### config.mk
export PLATFORM = sky130hd
export DESIGN_NAME = uart_tx_buffered_flat
export DESIGN_NICKNAME = d
export VERILOG_FILES = /design/src/rtl/uart_tx_buffered_pkg.sv /design/src/rtl/uart_tx_buffered_if.sv /design/src/rtl/uart_tx_buffered_fifo.sv /design/src/rtl/uart_tx_buffered.sv /design/src/flat_wrapper.sv
export SDC_FILE = /design/constraint.sdc
export NUM_CORES = 1
export LEC_CHECK = 0
export BUFFER_PORTS_ARGS = -buffer_cell sky130_fd_sc_hd__buf_2
export CAP_MARGIN = 20
export CORE_ASPECT_RATIO = 1.1
export CORE_MARGIN = 2
export CORE_UTILIZATION = 55
export CTS_BUF_LIST = sky130_fd_sc_hd__clkbuf_2
export CTS_CLUSTER_SIZE = 10
export DETAILED_ROUTE_END_ITERATION = 7
export HOLD_SLACK_MARGIN = 0.05
export PLACE_DENSITY = 0.79
export RECOVER_POWER = 25
export SYNTH_ARGS = -nofsm -noshare
export SYNTH_HDL_FRONTEND = slang
export SYNTH_SLANG_ARGS = --single-unit
export TNS_END_PERCENT = 5
### constraint.sdc
create_clock -name clk100 -period 4.4 [get_ports clk100]
set_input_delay 0.88 -clock clk100 [delete_from_list [all_inputs] [get_ports clk100]]
set_output_delay 0.88 -clock clk100 [all_outputs]
set_load 0.05 [all_outputs]
### src/rtl/uart_tx_buffered_pkg.sv
// Shared definitions for the buffered 8N1 transmitter: FSM encoding,
// default line parameters and the bit-period rounding helper.
package uart_tx_buffered_pkg;

  typedef enum logic [1:0] {
    ST_IDLE  = 2'd0,
    ST_START = 2'd1,
    ST_DATA  = 2'd2,
    ST_STOP  = 2'd3
  } tx_state_t;

  localparam int DEF_CLK_HZ = 12000000;
  localparam int DEF_BAUD   = 115200;

  // Clock cycles per bit, rounded to nearest; shared with the serial receiver.
  function automatic int baud_div(input int clk_hz, input int baud);
    return (clk_hz + baud / 2) / baud;
  endfunction

endpackage

### src/rtl/uart_tx_buffered_if.sv
// Host-side byte write port of the buffered transmitter.
interface uart_tx_buffered_if;
  logic [7:0] wr_byte;
  logic       wr_en;
  logic       full;
  logic       empty;

  modport master (output wr_byte, output wr_en, input full, input empty);
  modport slave  (input wr_byte, input wr_en, output full, output empty);
endinterface

### src/rtl/uart_tx_buffered_fifo.sv
// Synchronous byte FIFO with registered full/empty flags and a
// first-word-fall-through read port.
module uart_tx_buffered_fifo #(
  parameter int DW = 8,
  parameter int AW = 3
) (
  input  logic          clk100,
  input  logic          reset,
  input  logic          wr_en,
  input  logic [DW-1:0] wr_data,
  input  logic          rd_en,
  output logic [DW-1:0] rd_data,
  output logic          full,
  output logic          empty
);
  localparam int DEPTH = 1 << AW;

  logic [DW-1:0] r_mem [DEPTH];
  logic [AW:0]   r_wr_ptr, r_rd_ptr;
  logic          r_full, r_empty;
  logic [AW:0]   w_wr_ptr_nxt, w_rd_ptr_nxt;
  logic          w_do_wr, w_do_rd;

  // Full gates writes even when a pop happens in the same cycle.
  assign w_do_wr      = wr_en && !r_full;
  assign w_do_rd      = rd_en && !r_empty;
  assign w_wr_ptr_nxt = r_wr_ptr + {{AW{1'b0}}, w_do_wr};
  assign w_rd_ptr_nxt = r_rd_ptr + {{AW{1'b0}}, w_do_rd};

  assign rd_data = r_mem[r_rd_ptr[AW-1:0]];
  assign full    = r_full;
  assign empty   = r_empty;

  // Storage array, written only on accepted writes.
  always_ff @(posedge clk100) begin
    if (w_do_wr) r_mem[r_wr_ptr[AW-1:0]] <= wr_data;
  end

  // Pointers and flags; flags are derived from the post-update pointers.
  always_ff @(posedge clk100) begin
    if (reset) begin
      r_wr_ptr <= '0;
      r_rd_ptr <= '0;
      r_full   <= 1'b0;
      r_empty  <= 1'b1;
    end else begin
      r_wr_ptr <= w_wr_ptr_nxt;
      r_rd_ptr <= w_rd_ptr_nxt;
      r_empty  <= (w_wr_ptr_nxt == w_rd_ptr_nxt);
      r_full   <= (w_wr_ptr_nxt[AW] != w_rd_ptr_nxt[AW]) &&
                  (w_wr_ptr_nxt[AW-1:0] == w_rd_ptr_nxt[AW-1:0]);
    end
  end

endmodule

### src/rtl/uart_tx_buffered.sv
// Buffered 8N1 transmitter: bytes queue in a FIFO and are sent back-to-back
// on tx while the synchronized clear-to-send input is low.
module uart_tx_buffered
  import uart_tx_buffered_pkg::*;
#(
  parameter int CLK_HZ  = DEF_CLK_HZ,
  parameter int BAUD    = DEF_BAUD,
  parameter int FIFO_AW = 3
) (
  input  logic                clk100,
  input  logic                reset,
  uart_tx_buffered_if.slave   wr,
  input  logic                cts_n,
  output logic                tx,
  output logic                busy
);
  localparam int DIV = baud_div(CLK_HZ, BAUD);
  localparam int CW  = (DIV > 1) ? $clog2(DIV) : 1;
  localparam logic [CW-1:0] C_LAST = CW'(DIV - 1);

  tx_state_t     r_state, w_state_nxt;
  logic [CW-1:0] r_cnt, w_cnt_nxt;
  logic [2:0]    r_bit, w_bit_nxt;
  logic [7:0]    r_shift, w_shift_nxt;
  logic          r_tx, w_tx_nxt;
  logic          r_busy, w_busy_nxt;
  logic          r_cts_s1, r_cts_s2;
  logic          w_pop, w_empty, w_can_start, w_bit_end;
  logic [7:0]    w_rd_data;

  uart_tx_buffered_fifo #(.DW(8), .AW(FIFO_AW)) u_fifo (
    .clk100  (clk100),
    .reset   (reset),
    .wr_en   (wr.wr_en),
    .wr_data (wr.wr_byte),
    .rd_en   (w_pop),
    .rd_data (w_rd_data),
    .full    (wr.full),
    .empty   (w_empty)
  );

  assign wr.empty = w_empty;
  assign tx       = r_tx;
  assign busy     = r_busy;

  // Two-flop synchronizer for the asynchronous clear-to-send input.
  always_ff @(posedge clk100) begin
    if (reset) begin
      r_cts_s1 <= 1'b1;
      r_cts_s2 <= 1'b1;
    end else begin
      r_cts_s1 <= cts_n;
      r_cts_s2 <= r_cts_s1;
    end
  end

  // State, baud counter, shift register and registered line outputs.
  always_ff @(posedge clk100) begin
    if (reset) begin
      r_state <= ST_IDLE;
      r_cnt   <= '0;
      r_bit   <= '0;
      r_shift <= '0;
      r_tx    <= 1'b1;
      r_busy  <= 1'b0;
    end else begin
      r_state <= w_state_nxt;
      r_cnt   <= w_cnt_nxt;
      r_bit   <= w_bit_nxt;
      r_shift <= w_shift_nxt;
      r_tx    <= w_tx_nxt;
      r_busy  <= w_busy_nxt;
    end
  end

  // Frame sequencing; CTS is only consulted when a new frame could start.
  always_comb begin
    w_state_nxt = r_state;
    w_cnt_nxt   = r_cnt + CW'(1);
    w_bit_nxt   = r_bit;
    w_shift_nxt = r_shift;
    w_tx_nxt    = r_tx;
    w_busy_nxt  = r_busy;
    w_pop       = 1'b0;
    w_can_start = !w_empty && !r_cts_s2;
    w_bit_end   = (r_cnt == C_LAST);
    unique case (r_state)
      ST_IDLE: begin
        w_cnt_nxt  = '0;
        w_tx_nxt   = 1'b1;
        w_busy_nxt = 1'b0;
        if (w_can_start) begin
          w_pop       = 1'b1;
          w_shift_nxt = w_rd_data;
          w_tx_nxt    = 1'b0;
          w_busy_nxt  = 1'b1;
          w_bit_nxt   = '0;
          w_state_nxt = ST_START;
        end
      end
      ST_START: begin
        if (w_bit_end) begin
          w_cnt_nxt   = '0;
          w_tx_nxt    = r_shift[0];
          w_shift_nxt = {1'b0, r_shift[7:1]};
          w_state_nxt = ST_DATA;
        end
      end
      ST_DATA: begin
        if (w_bit_end) begin
          w_cnt_nxt = '0;
          w_bit_nxt = r_bit + 3'd1;
          if (r_bit == 3'd7) begin
            w_tx_nxt    = 1'b1;
            w_state_nxt = ST_STOP;
          end else begin
            w_tx_nxt    = r_shift[0];
            w_shift_nxt = {1'b0, r_shift[7:1]};
          end
        end
      end
      ST_STOP: begin
        if (w_bit_end) begin
          w_cnt_nxt = '0;
          if (w_can_start) begin
            // Chain straight into the next frame without an idle bit.
            w_pop       = 1'b1;
            w_shift_nxt = w_rd_data;
            w_tx_nxt    = 1'b0;
            w_bit_nxt   = '0;
            w_state_nxt = ST_START;
          end else begin
            w_busy_nxt  = 1'b0;
            w_state_nxt = ST_IDLE;
          end
        end
      end
      default: w_state_nxt = ST_IDLE;
    endcase
  end

endmodule
### src/flat_wrapper.sv
// flat-port wrapper written by rule: the top's interface ports become plain ports
module uart_tx_buffered_flat import uart_tx_buffered_pkg::*;
#(
  parameter int CLK_HZ  = DEF_CLK_HZ,
  parameter int BAUD    = DEF_BAUD,
  parameter int FIFO_AW = 3
)
  (clk100, reset, cts_n, tx, busy, wr_wr_byte, wr_wr_en, wr_full, wr_empty);
  uart_tx_buffered_if wr_i ();
  input  logic clk100;
  input  logic reset;
  input  logic cts_n;
  output logic tx;
  output logic busy;
  input wire logic [$bits(wr_i.wr_byte)-1:0] wr_wr_byte;
  input wire logic [$bits(wr_i.wr_en)-1:0] wr_wr_en;
  output wire logic [$bits(wr_i.full)-1:0] wr_full;
  output wire logic [$bits(wr_i.empty)-1:0] wr_empty;
  assign wr_i.wr_byte = wr_wr_byte;
  assign wr_i.wr_en = wr_wr_en;
  assign wr_full = wr_i.full;
  assign wr_empty = wr_i.empty;
  uart_tx_buffered #(.CLK_HZ(CLK_HZ), .BAUD(BAUD), .FIFO_AW(FIFO_AW)) u_core (.clk100(clk100), .reset(reset), .wr(wr_i), .cts_n(cts_n), .tx(tx), .busy(busy));
endmodule
==> metrics, run 1 <==
Seq cells post-synth 98; CTS tree yes; die span in y about 95 microns; CTS buffer count 9; Post-synth ARST share 0; Netlist cell types 43; FF+latch area between 2000 and 3000 sq um; critical path class reg2reg; post-route ant nets 0; uppermost layer routed met4; crit-path max FO 5; Critical Path Source Type register; worst r2r path cells 10; Slew @ Worst Pin a little over 0.9 ns; Avg Cell Area, Syn ~15 sq um; footprint of the multi-input gates between 1000 and 1500 sq um; Wirelength per Cell 17.6 microns; area of the core about 7300 sq um; gr ovfl total 0; WP data required 4.91 ns; Worst R2R Start u_core.r_cnt[3]; first-pass GRT wire length between 10 and 15 mm; Leak about 0.0014 uW; Setup Viol. Count Final 0; number of global-route vias before repair roughly 2300; root buffer cell clkbuf_2; syn_nets roughly 300; Area growth, synth to finish 6.04%; post-CTS setup buffer count 0; WL final 6.75 mm; DR vias between 2000 and 2500; Post-Syn Area 4100 sq um; vias per cell a little under 6; min Tclk post-route around 2.5 ns; clock skew just over 0.04 ns; commonest cells in the netlist edfxtp_1, dfxtp_1, nor2_1, mux4_2, nor3_1; initial antenna violation count 0; Reg2Reg Setup Slack 1.93 ns; Peak Freq a little over 0.4 GHz; Final Hold Viols 0; PD cells 392 nW/um^2; PostCTS Resize Cnt 0; Die X roughly 86 microns; Row Count 33; RSZ-0062 raised after global routing no; Overall Global Routing Usage 0.183; Initial DRC Count 101; maximum VDD drop 256 uV; Crit. End Element register; Initial Util 0.558; Yosys top cell by area edfxtp_1; Critical Path End u_core.u_fifo.full; top cells by area, synth edfxtp_1, dfxtp_1, mux4_2, ha_1, mux2i_1; most common cell in the netlist edfxtp_1; Routability Congestion a little over 0.8; hpwl dp around 4.5 mm; clock-pin transition on the worst setup and hold timing paths slightly below 0.3 ns; pin count of the biggest net entering global routing 27; sequential area share after synthesis 0.635; H-tree lvl count 3; WL met2 3.52 mm; proportion of layout cells with a drive suffix above 1 0.176; Setup TNS 0 ns; Crit. Startpoint u_core.r_cnt[3]; # IOs 16; Residual DRC 0; worst-skew pair later-pin latency between 0.5 and 0.6 ns; cells after synthesis about 270; Synth Warn # 0; Antenna diodes 0; # fillers between 500 and 600; predominant post-synthesis flop cell edfxtp_1; DR WL met3 roughly 300 microns; worst slew slack as a fraction of its limit 0.374; status finished, final reports clean; reg-to-reg endpoint u_core.u_fifo.full; Clock Path Buffers 2; total die area slightly above 8000 sq um; Met1 Routed Length around 2.8 mm; Critical Path AT ~3.0 ns; Post-synth EDFFs 64; Hold-fix buffers, CTS 0; total power 1700 uW; final net count 316; Hold Path Class reg2reg; Slew Limit Fails 0; final worst path period share 0.561; CTS Sinks just under 100; post-synth top area share 0.469; Pre-Repair DR Iteration Count 4; I/O Buffers 15; max-cap violation count 0
[cells in the final DEF (no fill, tap or decap), types with 3 or more instances in the layout]
cell,count
nor2b_1,6
o21ai_0,5
edfxtp_1,64
a21oi_1,12
clkbuf_1,8
xnor2_1,9
dfxtp_1,34
nor3_1,15
mux4_2,16
inv_1,4
nor2_1,23
nand2_1,4
buf_2,8
mux2i_1,9
ha_1,13
a221o_1,7
xor2_1,4
nand3_1,7
nand2b_1,3
clkbuf_2,9
[cell type report]
cell class                 count  area share
sequential                    98       0.599
multi-input combinational    160       0.322
tap                           87      0.0250
timing repair buffer          18      0.0213
clock inverter                 7      0.0190
clock buffer                   9      0.0104
inverter                       4     0.00345
[metal layers]
layer / up-vias / global-route usage
li1: 1083 / -
met1: 1082 / 0.236
met2: 49 / 0.308
met3: 11 / 0.0420
met4: 0 / 0.0638
met5: - / 0
[state kept, by name, summed over array words and instances (netlist names), 2 cells and up]
signal and count:
u_core.u_fifo.r_mem 64, u_core.r_state 2, u_core.u_fifo.r_wr_ptr 4, u_core.r_bit 3
u_core.u_fifo.r_rd_ptr 4, u_core.r_shift 8, u_core.r_cnt 7
[critical path: stages, from the launching register on]
cell and delay, ns:
dfxtp_1 0.44, or3b_1 0.44, nor2_1 0.24, a21oi_1 0.11
nor3_1 0.22, ha_1 0.24, ha_1 0.18, xnor2_1 0.16
xnor2_1 0.17, nand3_1 0.09, nor3_1 0.12
[kinds of logic (layout without fill, tap and decap cells)]
family / Yosys count / in the layout / synth area share
buf+inv: 16 / 38 / 0.0235
compound gates: 37 / 37 / 0.0656
fa+ha+maj: 13 / 13 / 0.0397
simple gates: 72 / 72 / 0.0986
flops: 98 / 98 / 0.635
xor+xnor: 13 / 13 / 0.0278
mux: 25 / 25 / 0.110
[through the flow]
step	util	std cells	cell area (sq um)	hold slack [ns]	setup WS, ns
detailed placement	0.573	365	4210	0.398	1.74
global placement	0.572	364	4200	0.393	1.77
global route	0.591	383	4350	0.442	1.69
floorplan	-	274	4100	0.389	2.23
CTS	0.590	381	4340	0.450	1.92
finish	0.591	383	4350	0.454	1.93
[where the power goes]
| group | switching, uW | total, uW | internal [uW] |
|---|---|---|---|
| sequential | 18.9 | 1030 | 1010 |
| clock | 309 | 450 | 140 |
| combinational | 136 | 221 | 85.4 |
[how the worst min path moves through the flow]
stage | start | endpoint | slack [ns] | depth (start not counted)
2_1_floorplan | u_core.r_cts_s1 | u_core.r_cts_s2 | 0.39 | 1
3_3_place_gp | u_core.r_cts_s1 | u_core.r_cts_s2 | 0.39 | 1
3_5_place_dp | u_core.r_cts_s1 | u_core.r_cts_s2 | 0.40 | 1
4_1_cts | cts_n | u_core.r_cts_s1 | 0.45 | 2
5_1_grt | cts_n | u_core.r_cts_s1 | 0.44 | 2
6_report | u_core.r_cts_s1 | u_core.r_cts_s2 | 0.45 | 1
(Power assumes the default switching activity.)
==> inputs of run 2 (changes only) <==
- ABC_AREA: not set -> 1
- PLACE_DENSITY: 0.79 -> 0.82
- clock period: 4.4 -> 2 ns (I/O delays scaled with it)
==> run 2 against run 1 <==
Compared with the run above:
- the flow now finishes with violations (setup timing)
- count of clock-buffer cells in the layout rose by 1
- wire length rose by 19%
- die area rose by 3.0%
- cell count rose by 49%
- first-iteration DRC count rose by 120%
- clock skew fell by 0.021 ns
- critical endpoint unchanged
- largest cell class unchanged
==> metrics, run 2 <==
proportion of layout cells with a drive suffix above 1 0.167; reg-to-reg endpoint u_core.u_fifo.full; Residual DRC 0; Die X about 88 microns; predominant post-synthesis flop cell edfxtp_1; Overall Global Routing Usage 0.212; worst-skew pair later-pin latency around 0.55 ns; final std cells w/o fill 572; # placed instances 551; Final WS setup -0.0385 ns; crit-path max FO 3; Avg Cell Area, Syn 9.92 sq um; Initial DRC Count roughly 220; sequential area share after synthesis 0.616; Pre-Repair DR Iteration Count 4; hpwl dp between 5 and 6 mm; min Tclk post-route approximately 2.0 ns; Routability Congestion a little under 0.9; CTS Sinks 98; critical path class reg2reg; final net count around 500; clock-pin transition on the worst setup and hold timing paths approximately 0.26 ns; WL final about 8 mm; CTS buffer count 9; Clock Path Buffers 2; first-pass GRT wire length about 13 mm; Row Count 33; final hold slack approximately 0.16 ns; I/O Buffers 15; die span in y ~96 microns; commonest cells in the netlist nand2_1, nor2_1, edfxtp_1, nand3_1, dfxtp_1; hold path endpoint u_core.u_fifo.r_mem[0][4]; Seq cells post-synth a little under 100; Reg2Reg Setup Slack -0.04 ns; total die area 8400 sq um; max-cap violation count 0; clock skew 0.0200 ns; Synth Warn # 0; initial antenna violation count 0; number of global-route vias before repair 2865; Netlist cell types 34; WP data required 2.51 ns; Yosys top cell by area edfxtp_1; hold path startpoint wr_wr_byte[4]; cells after synthesis approximately 430; Setup Viol. Count Final 2; # fillers 591; failing checks setup timing; worst r2r path cells 14; Wirelength per Cell approximately 14 microns; most frequent cells in the layout nand2_1, nor2_1, edfxtp_1, nand3_1, dfxtp_1; H-tree lvl count 3; top cells by area, synth edfxtp_1, dfxtp_1, nand2_1, nor2_1, nand3_1; # IOs 16; gr ovfl total 0; total power 4310 uW; worst slew slack as a fraction of its limit 0.677; Hold Path Class in2reg; post-route ant nets 0; final worst path period share 1.02; Slew @ Worst Pin roughly 0.48 ns; max FFs per register 64; Post-synth ARST share 0; Area growth, synth to finish 11.7%; uppermost layer routed met4; Leak ~0.0018 uW; post-synth top area share 0.455; RSZ-0062 raised after global routing yes; WL met2 4.06 mm; pin count of the biggest net entering global routing 33; commonest non-fill, non-tap cell in the layout nand2_1; area of the core between 7000 and 8000 sq um; Post-synth EDFFs between 60 and 70; syn_nets around 450; Peak Freq a little under 0.5 GHz; maximum VDD drop 782 uV; vias per cell ~5.2; Antenna diodes 0; DR vias slightly below 3000; Post-Syn Area between 4000 and 5000 sq um; root buffer cell clkbuf_2; hold path depth 1; Initial Util 0.566; status finished with violations; Worst R2R Start u_core.r_cnt[0]; Crit. End Element register; Setup TNS -0.0451 ns; DR WL met3 approximately 420 microns; Slew Limit Fails 0; most common cell in the netlist nand2_1; CTS tree yes; PD cells just over 900 nW/um^2; Critical Path AT between 2 and 3 ns; Final Hold Viols 0; Critical Path Source Type register; Met1 Routed Length around 3.4 mm
## run 2: cell count changes in the layout (fill, tap and decap cells not counted), moves of 12 or more
cell     delta
a21oi_1    +12
nand3_1    +41
o21ai_0    +14
nor3_1     -12
mux4_2     -16
buf_4      +22
nor2_1     +41
inv_1      +23
nand2_1    +73
## run 2: layout make-up
type | count | area, sq um | share of cell area
clock buffer | 10 | 50.0 | 0.0106
clock inverter | 6 | 75.1 | 0.0159
inverter | 32 | 121 | 0.0257
multi-input combinational | 280 | 1460 | 0.310
sequential | 98 | 2610 | 0.553
tap | 105 | 131 | 0.0278
timing repair buffer | 41 | 270 | 0.0572
## run 2: how the worst max path moves through the flow
stage                     cells past startpoint  slack, ns              start            endpoint
final                                        14      -0.04    u_core.r_cnt[0]  u_core.u_fifo.full
after global routing                         14      -0.21    u_core.r_cnt[0]  u_core.u_fifo.full
after CTS                                    14      -0.03    u_core.r_cnt[0]  u_core.u_fifo.full
after detailed placement                     14      -0.05    u_core.r_cnt[0]  u_core.u_fifo.full
after global placement                       14      0.009    u_core.r_cnt[0]  u_core.u_fifo.full
after floorplan                              11       0.01  u_core.r_state[1]  u_core.u_fifo.full
## run 2: stage by stage
step / instance area [sq um] / util / setup slack [ns]
CTS: 4700 / 0.629 / -0.0300
global placement: 4510 / 0.603 / 0.00855
finish: 4720 / 0.632 / -0.0385
detailed placement: 4510 / 0.603 / -0.0461
floorplan: 4240 / - / 0.0124
global route: 4720 / 0.632 / -0.207
## run 2: kinds of logic after synthesis
| logic type | after synthesis | synth area share |
|---|---|---|
| simple gates | 215 | 0.227 |
| flops | 98 | 0.616 |
| buf+inv | 48 | 0.0506 |
| compound gates | 47 | 0.0580 |
| fa+ha+maj | 13 | 0.0385 |
| xor+xnor | 5 | 0.0104 |
## run 2: routing by layer
layer / GRT usage / vias up
li1: - / 1500
met1: 0.260 / 1383
met2: 0.363 / 83
met3: 0.0334 / 14
met4: 0.109 / 0
met5: 0 / -
## run 2: power by group
part	switching [uW]	internal [uW]	total, uW
Sequential	71.7	2290	2360
Clock	669	310	979
Combinational	638	334	972
Total	1380	2930	4310
## run 2: repair_timing
item                                   CTS  global route
setup buffers                            1             1
hold buffers                             1             2
resized for setup                       11             1
pin swaps                                5             3
endpoints found under the hold margin    1            13
setup endpoints to repair                2             2
## run 2: critical path, stage by stage, from the launching register on
cell      delay (ns)
dfxtp_2         0.40
ha_4            0.16
nand2_2         0.06
clkinv_2        0.07
nand3_4         0.09
nor2_2          0.04
nor2_1          0.11
nor3_2          0.05
ha_2            0.20
ha_4            0.16
xnor2_2         0.13
or2_1           0.24
a21oi_2         0.14
nand2_1         0.06
nor2_1          0.08
==> inputs of run 3 (changes only) <==
- PLACE_DENSITY: 0.82 -> 0.79
- clock period: 2 -> 2.4 ns (I/O delays scaled with it)
==> run 3 against run 2 <==
Compared with the run above:
- the run now ends clean
- setup slack improved by 0.24 ns
- sequential share of layout area rose by 2.1 points
- clock skew rose by 0.017 ns
- cell count fell by 2.3%
- via count fell by 0.64%
- combinational power fell by 21%
- critical path type unchanged
==> metrics, run 3 (same netlist as run 2, synthesis figures left out) <==
final net count roughly 470; maximum VDD drop about 490 uV; Setup Viol. Count Final 0; Buffers & Inverters on Critical Path 1; Area growth, synth to finish 7.31%; CTS tree yes; Peak Freq around 0.46 GHz; proportion of layout cells with a drive suffix above 1 0.117; FF+latch area between 2000 and 3000 sq um; Initial Util 0.566; Antenna diodes 0; WP data required 2.91 ns; Final Hold Viols 0; clock power share 0.211; Slew @ Worst Pin 0.511 ns; # placed instances 542; I/O Buffers 15; Critical Path AT approximately 2.7 ns; Routability Congestion 0.841; root buffer cell clkbuf_2; pin count of the biggest net entering global routing 34; Slew Limit Fails 0; # fillers approximately 600; Wirelength per Cell 14.2 microns; worst-skew pair later-pin latency between 0.5 and 0.6 ns; status finished, final reports clean; switching part of the total power 0.330; die span in y 95.9 microns; total die area between 8000 and 9000 sq um; Hold Path Class in2reg; max-cap violation count 0; highest-delay cell along the critical path dfxtp_2; crit-path max FO 6; Residual DRC 0; Crit path max-delay family simple AND/OR/NAND/NOR gates; initial antenna violation count 0; most frequent cells in the layout nand2_1, nor2_1, edfxtp_1, nand3_1, dfxtp_1; min Tclk post-route about 2.2 ns; Critical Path Source Type register; crit-path cells ha_1 > nand2_1 > clkinv_1 > nand3_4 > nor2_1 > nor2_1 > nor3_1 > ha_1 > ha_1 > xnor2_1 > or2_1 > a21oi_2 > nand2_1 > nor2_1; clock-pin transition on the worst setup and hold timing paths ~0.26 ns; final worst path period share 0.915; Pre-Repair DR Iteration Count 4; gr ovfl total 0; hpwl dp between 5 and 6 mm; Die X between 80 and 90 microns; Psw 1140 uW; clock skew 0.0366 ns; Crit. End Element register; worst slew slack as a fraction of its limit 0.659; internal power about 2300 uW; Area after DPL around 4400 sq um; post-route ant nets 0; design area 4540 sq um; post-CTS setup buffer count 0; final std cells w/o fill ~560; final hold slack ~0.18 ns; number of global-route vias before repair 2778; CTS Sinks 98; RSZ-0062 raised after global routing no; footprint of the multi-input gates 1410 sq um; Reg2Reg Setup Slack 0.20 ns; Setup TNS 0 ns; H-tree lvl count 3; CTS buffer count 9; Core Util, Final 0.607; critical path class reg2reg; Leak approximately 0.0017 uW; DR vias approximately 3000; Initial DRC Count 144; first-pass GRT wire length 13.0 mm; Seq pwr share 0.568; Clock Path Buffers 2; area of the core between 7000 and 8000 sq um; # IOs 16; WL final roughly 7.9 mm; max FFs per register 64; combinational share of power 0.221; vias per cell about 5.3; PD cells between 700 and 800 nW/um^2; Row Count 33; commonest non-fill, non-tap cell in the layout nand2_1; CP max stage delay around 0.38 ns; Overall Global Routing Usage 0.210
## run 3: power by group through the flow
stage / clock network, uW / logic [uW] / registers (uW)
CTS: 740 / 763 / 1960
detailed placement: 0 / 760 / 1990
floorplan: 0 / 582 / 2020
global placement: 0 / 745 / 1990
finish: 727 / 764 / 1960
global route: 808 / 880 / 1970
## run 3: metrics by stage
step / power (uW) / setup WS [ns]
2_1_floorplan: 2600 / 0.349
3_3_place_gp: 2730 / 0.284
3_5_place_dp: 2750 / 0.240
4_1_cts: 3460 / 0.202
5_1_grt: 3660 / 0.00904
6_report: 3450 / 0.203
## run 3: worst paths after layout
path,startpoint,end,depth (start not counted)
worst min-delay path,wr_wr_byte[4],u_core.u_fifo.r_mem[2][4],1
worst min register to register,u_core.r_cnt[0],u_core.r_cnt[0],1
worst max register to register,u_core.r_cnt[0],u_core.u_fifo.full,14
worst max-delay path,u_core.r_cnt[0],u_core.u_fifo.full,14
## run 3: repair_timing
action	in CTS	in global routing
hold buffers	0	1
gates resized for setup	0	2
setup endpoints to repair	0	2
hold endpoints to repair	0	1
## run 3: layout make-up
| type | instances | area share |
|---|---|---|
| multi-input combinational | 280 | 0.311 |
| sequential | 98 | 0.574 |
| timing repair buffer | 28 | 0.0367 |
| clock inverter | 7 | 0.0127 |
| inverter | 32 | 0.0265 |
| clock buffer | 9 | 0.00993 |
| tap | 105 | 0.0290 |
## run 3: layer usage
| layer | GRT usage | part of all wire | vias to the layer above |
|---|---|---|---|
| met5 | 0 | 0 | - |
| met4 | 0.101 | 0.026 | 0 |
| met3 | 0.0420 | 0.063 | 19 |
| met2 | 0.359 | 0.48 | 89 |
| met1 | 0.254 | 0.43 | 1366 |
| li1 | - | - | 1487 |
